File: config.mk
export PLATFORM = sky130hd
export DESIGN_NAME = dds_req_gen
export DESIGN_NICKNAME = d
export VERILOG_FILES = /design/src/rtl/dds_req_gen.sv
export SDC_FILE = /design/constraint.sdc
export NUM_CORES = 1
export LEC_CHECK = 0
export CORE_MARGIN = 3
export CORE_UTILIZATION = 50
export CTS_CLUSTER_SIZE = 10
export DETAILED_ROUTE_END_ITERATION = 16
export PLACE_DENSITY = 0.82
export SLEW_MARGIN = 20
export SYNTH_ARGS = -nofsm -noshare
export SYNTH_HDL_FRONTEND = slang
export SYNTH_SLANG_ARGS = --single-unit
File: constraint.sdc
create_clock -name clk -period 4.6 [get_ports clk]
set_input_delay 0.69 -clock clk [delete_from_list [all_inputs] [get_ports clk]]
set_output_delay 0.69 -clock clk [all_outputs]
set_load 0.02 [all_outputs]
File: src/rtl/dds_req_gen.sv
// Request sequencer for dds_ctrl: walks the DDS waveform RAM with a latched start
// address and increment, paces requests by a programmable gap and guards each ack.
module dds_req_gen #(
  parameter int ADDR_W = 10,
  parameter int CNT_W  = 32,
  parameter int TMO    = 1024
) (
  input  logic              clk,
  input  logic              rst,
  input  logic              reg_dds_en,
  input  logic [ADDR_W-1:0] reg_dds_start_addr,
  input  logic [ADDR_W-1:0] reg_dds_inc,
  input  logic [15:0]       reg_dds_period,
  input  logic [CNT_W-1:0]  reg_dds_len,
  input  logic              dds_ack,
  output logic              dds_req,
  output logic [ADDR_W-1:0] dds_addr,
  output logic              busy,
  output logic              done,
  output logic              timeout_err,
  output logic [CNT_W-1:0]  sample_cnt
);

  localparam int TMO_W = (TMO > 2) ? $clog2(TMO) : 1;

  typedef enum logic [2:0] {
    S_IDLE,
    S_ISSUE,
    S_WAIT_ACK,
    S_GAP,
    S_DONE
  } state_t;

  state_t            r_state;
  logic              r_en_d;
  logic              r_req;
  logic              r_busy;
  logic              r_done;
  logic              r_timeout_err;
  logic [ADDR_W-1:0] r_addr;
  logic [ADDR_W-1:0] r_inc;
  logic [15:0]       r_period;
  logic [15:0]       r_gap_cnt;
  logic [CNT_W-1:0]  r_len;
  logic [CNT_W-1:0]  r_sample_cnt;
  logic [TMO_W-1:0]  r_tmo_cnt;

  logic              w_start;
  logic [CNT_W-1:0]  w_cnt_next;
  logic [ADDR_W-1:0] w_addr_next;
  logic              w_last;
  logic              w_tmo_hit;

  assign w_start     = reg_dds_en & ~r_en_d;
  assign w_cnt_next  = r_sample_cnt + CNT_W'(1);
  // Carry out of the address add is dropped so the walk wraps modulo 2^ADDR_W.
  assign w_addr_next = r_addr + r_inc;
  assign w_last      = (r_len != '0) && (w_cnt_next == r_len);
  assign w_tmo_hit   = (r_tmo_cnt == TMO_W'(TMO - 1));

  // NOTE: all state is updated with non-blocking assignments so every register in
  // this block samples pre-edge values, independent of statement order.
  always_ff @(posedge clk) begin
    if (rst) begin
      r_state       <= S_IDLE;
      r_en_d        <= 1'b0;
      r_req         <= 1'b0;
      r_busy        <= 1'b0;
      r_done        <= 1'b0;
      r_timeout_err <= 1'b0;
      r_addr        <= '0;
      r_inc         <= '0;
      r_period      <= '0;
      r_gap_cnt     <= '0;
      r_len         <= '0;
      r_sample_cnt  <= '0;
      r_tmo_cnt     <= '0;
    end else begin
      r_en_d <= reg_dds_en;
      r_req  <= 1'b0;
      r_done <= 1'b0;

      case (r_state)
        S_IDLE: begin
          if (w_start) begin
            r_addr        <= reg_dds_start_addr;
            r_inc         <= reg_dds_inc;
            r_period      <= reg_dds_period;
            r_len         <= reg_dds_len;
            r_sample_cnt  <= '0;
            r_timeout_err <= 1'b0;
            r_req         <= 1'b1;
            r_busy        <= 1'b1;
            r_state       <= S_ISSUE;
          end
        end

        S_ISSUE: begin
          r_tmo_cnt <= '0;
          r_state   <= S_WAIT_ACK;
        end

        S_WAIT_ACK: begin
          if (dds_ack) begin
            r_sample_cnt <= w_cnt_next;
            r_addr       <= w_addr_next;
            if (w_last) begin
              r_done  <= 1'b1;
              r_state <= S_DONE;
            end else if (!reg_dds_en) begin
              r_busy  <= 1'b0;
              r_state <= S_IDLE;
            end else if (r_period == 16'd0) begin
              r_req   <= 1'b1;
              r_state <= S_ISSUE;
            end else begin
              r_gap_cnt <= 16'd1;
              r_state   <= S_GAP;
            end
          end else if (w_tmo_hit) begin
            r_timeout_err <= 1'b1;
            r_busy        <= 1'b0;
            r_state       <= S_IDLE;
          end else begin
            r_tmo_cnt <= r_tmo_cnt + 1'b1;
          end
        end

        S_GAP: begin
          if (!reg_dds_en) begin
            r_busy  <= 1'b0;
            r_state <= S_IDLE;
          end else if (r_gap_cnt == r_period) begin
            r_req   <= 1'b1;
            r_state <= S_ISSUE;
          end else begin
            r_gap_cnt <= r_gap_cnt + 16'd1;
          end
        end

        S_DONE: begin
          r_busy  <= 1'b0;
          r_state <= S_IDLE;
        end

        default: begin
          r_busy  <= 1'b0;
          r_state <= S_IDLE;
        end
      endcase
    end
  end

  assign dds_req     = r_req;
  assign dds_addr    = r_addr;
  assign busy        = r_busy;
  assign done        = r_done;
  assign timeout_err = r_timeout_err;
  assign sample_cnt  = r_sample_cnt;

endmodule
==> results.tsv <==
metric	value	unit
drv_cap	0	
wire_per_inst	16.13	um
cts_sinks	134	
cts_tree	yes	
syn_area	7141	sq um
cp_max_fo	14	
drc	0	
p_sw	0.8199	mW
synthArstFlopShare	0	%
startpoint_type	flip-flop	
ys_seq_elements	134	
die_h	125.5	um
cts_resized	0	
rows	43	
drt_iter0_markers	588	
max_freq	0.2663	GHz
vias	6991	
dpl_cell_area	8358	sq um
p_leak	3.301	nW
slew_headroom	26.69	%
finalInstanceArea	8940	sq um
tns	0	ns
worst_slew_pin_slew	1.097	ns
grt_pass1_vias	6584	
min_path_cells	2	
cp_cell_sequence	ha_1 -> nand3_4 -> or4_4 -> nor3_1 -> nand3_1 -> a311oi_1 -> o221ai_1 -> or4_4 -> a21o_1 -> a21oi_1	
cts_hold_buf	0	
hpwl	13680	um
holdCritPathClass	flip-flop to flip-flop	
hold-path-endpoint	r_inc[6]$_SDFFE_PP0P_	
netSwitchingFraction	27.19	%
first_pass_iters	6	
n_fill_cell	1191	
period_share	81.62	%
critical_path_class	flip-flop to flip-flop	
clk_pin_slew	0.06	ns
ys_seq_area_share	37.57	%
slowest_stage	or4_4	
ff2ff_path_depth	10	
met3_usage	5.553	%
die_x	125.5	um
cp_common_cell	or4_4	
root_buffer	clkbuf_16	
numCtsBuffers	17	
areaGrowthSynthToFinish	25.20	%
rrSetupSlack	0.85	ns
vias_per_cell	5.721	
arrival	4.11	ns
power	3.015	mW
core-area	13930	sq um
port_buffers	117	
status	finished, final reports clean	
finalSetupViolations	0	
clk_path_buf_depth	2	
worstPathRequired	4.96	ns
ir_drop	0.3274	mV
max_stage_delay	0.63	ns
rr_endpoint	r_gap_cnt[1]$_SDFFE_PP0P_	
p_per_area	337.3	nW/um^2
hp-start	r_inc[6]$_SDFFE_PP0P_	
syn_inst	943	
synth-edff-count	0	
layout.nets	1114	
endpoint_kind	flip-flop	
p_int	2.196	mW
grt_pass1_wl	32490	um
grt_util_met2	39.93	%
gp_congestion	0.9297	
die-area	15750	sq um
drv_slew	0	
r2r-start	sample_cnt[0]$_SDFFE_PP0P_	
drt_wl_total	19710	um
avgSynthCellArea	7.572	sq um
drive_above_1_share	5.086	%
n_antenna_cell	0	
fin_skew	0.008492	ns
gr-total-overflow	0	
combPwrFrac	13.8	%
ctsHtreeMaxLevel	4	
drtAntennaViolNets	0	
rsz0062_at_grt	false	
initial_core_util	51.24	%
yosys_warnings	0	
power.share.clock	44.3	%
period_needed	3.755	ns
ys.flop_type	dfxtp_1	
clkLatencyLatePin	0.43	ns
io_pins	118	
antenna_found_initial	0	
sequentialPowerShare	41.9	%
grtUsageTotal	24.91	%
hold_violations	0	
grt.met1_usage	32.92	%
ys_types	59	
grt-busiest-layer	met2	
grt_start_max_net_pins	60	
synth_nets	1028	
cts_setup_buffers	0	
-- critical path: cells and delay by family, from the launching register on --
family,cells,cell delay (ns)
fa+ha+maj,1,0.31
flops,1,0.44
simple gates,5,1.84
compound gates,4,1.10
-- area by class of cell --
| type | instances | area, sq um | area share (%) |
|---|---|---|---|
| sequential | 134 | 2683 | 30.01 |
| inverter | 15 | 56.30 | 0.6298 |
| tap | 180 | 225.2 | 2.519 |
| multi-input combinational | 737 | 4173 | 46.68 |
| clock inverter | 14 | 152.6 | 1.707 |
| timing repair buffer | 124 | 1221 | 13.66 |
| clock buffer | 18 | 429.2 | 4.801 |
-- cells by family after synthesis --
group,count (synthesis),share of synthesized area [%]
and+or+nand+nor,438,29.00
AOI/OAI and AO/OA,198,16.09
xor gates and xnor gates,83,10.18
adders and majority gates,13,2.383
muxes,5,0.7009
buffers and inverters,72,4.083
DFF,134,37.57
-- per-layer routing --
metal,vias up,part of all wire (%),wire [um]
li1,3467,-,-
met1,3191,44,8687
met2,294,46,9095
met3,39,7.6,1507
met4,0,2.1,415
met5,-,0,0
-- worst max-delay path by stage --
stage                                          start                         end  slack [ns]  cells past startpoint
final                     sample_cnt[0]$_SDFFE_PP0P_   r_gap_cnt[1]$_SDFFE_PP0P_        0.85                     10
after CTS                 sample_cnt[0]$_SDFFE_PP0P_   r_gap_cnt[1]$_SDFFE_PP0P_        0.89                     10
after global routing      sample_cnt[0]$_SDFFE_PP0P_   r_gap_cnt[1]$_SDFFE_PP0P_        0.56                     10
after global placement    sample_cnt[0]$_SDFFE_PP0P_   r_gap_cnt[1]$_SDFFE_PP0P_        0.95                     10
after floorplan           sample_cnt[0]$_SDFFE_PP0P_  r_gap_cnt[10]$_SDFFE_PP0P_        0.94                     12
after detailed placement  sample_cnt[0]$_SDFFE_PP0P_   r_gap_cnt[1]$_SDFFE_PP0P_        0.89                     10
-- flip-flops by register name (all words and copies together) (netlist names) --
name	cells
timeout_err	1
r_state	3
dds_req	1
busy	1
sample_cnt	32
done	1
r_tmo_cnt	10
r_en_d	1
dds_addr	10
r_period	16
r_inc	10
r_len	32
r_gap_cnt	16
-- Yosys cell counts, drive strengths merged (2+ instances only) --
cell,number,share of area [%]
nand2,183,9.6
dfxtp,134,38
a21oi,117,8.2
nor2,87,4.6
xor2,51,6.3
clkbuf,49,2.6
o21ai,35,2.5
xnor2,32,3.9
nand3,29,2.2
nor3,29,2.0
nor4,27,2.6
nand4,21,1.9
inv,15,0.79
and3,14,1.2
ha,12,2.1
or3,12,1.1
a311oi,9,1.1
a211oi,8,0.84
buf,8,0.72
nor2b,8,0.70
or4,6,0.79
and4,5,0.61
mux2i,5,0.70
nand2b,5,0.44
a21o,4,0.42
and2,4,0.35
a31oi,3,0.26
or2,3,0.26
a221oi,2,0.33
a22oi,2,0.21
nand4b,2,0.25
nor3b,2,0.21
o21bai,2,0.21
o31a,2,0.25
o31ai,2,0.21
-- power groups by stage --
stage | Clock (mW) | Sequential, mW | Combinational [mW]
4_1_cts | 1.35 | 1.26 | 0.415
3_5_place_dp | 0 | 1.29 | 0.411
2_1_floorplan | 0 | 1.28 | 0.251
3_3_place_gp | 0 | 1.28 | 0.405
5_1_grt | 1.40 | 1.27 | 0.463
6_report | 1.34 | 1.26 | 0.417
-- layout by cell type (no fill, tap or decap), types with 27 or more instances in the layout --
cell type / netlist / final
a21oi_1: 117 / 117
clkdlybuf4s50_1: 0 / 116
dfxtp_1: 134 / 134
nand2_1: 183 / 183
nand3_1: 28 / 27
nor2_1: 86 / 86
nor3_1: 29 / 29
o21ai_0: 34 / 34
xnor2_1: 32 / 32
xor2_1: 51 / 51
-- stage by stage --
stage	hold slack, ns	std cells	utilization [%]	setup WS, ns
after global routing	0.5014	1222	64.16	0.5566
after global placement	0.4485	1190	59.98	0.9511
after floorplan	0.4363	943	-	0.9428
after CTS	0.4747	1222	64.16	0.8866
after detailed placement	0.4558	1190	59.98	0.8883
final	0.4747	1222	64.16	0.8455
Power figures use the tool's default switching activity.
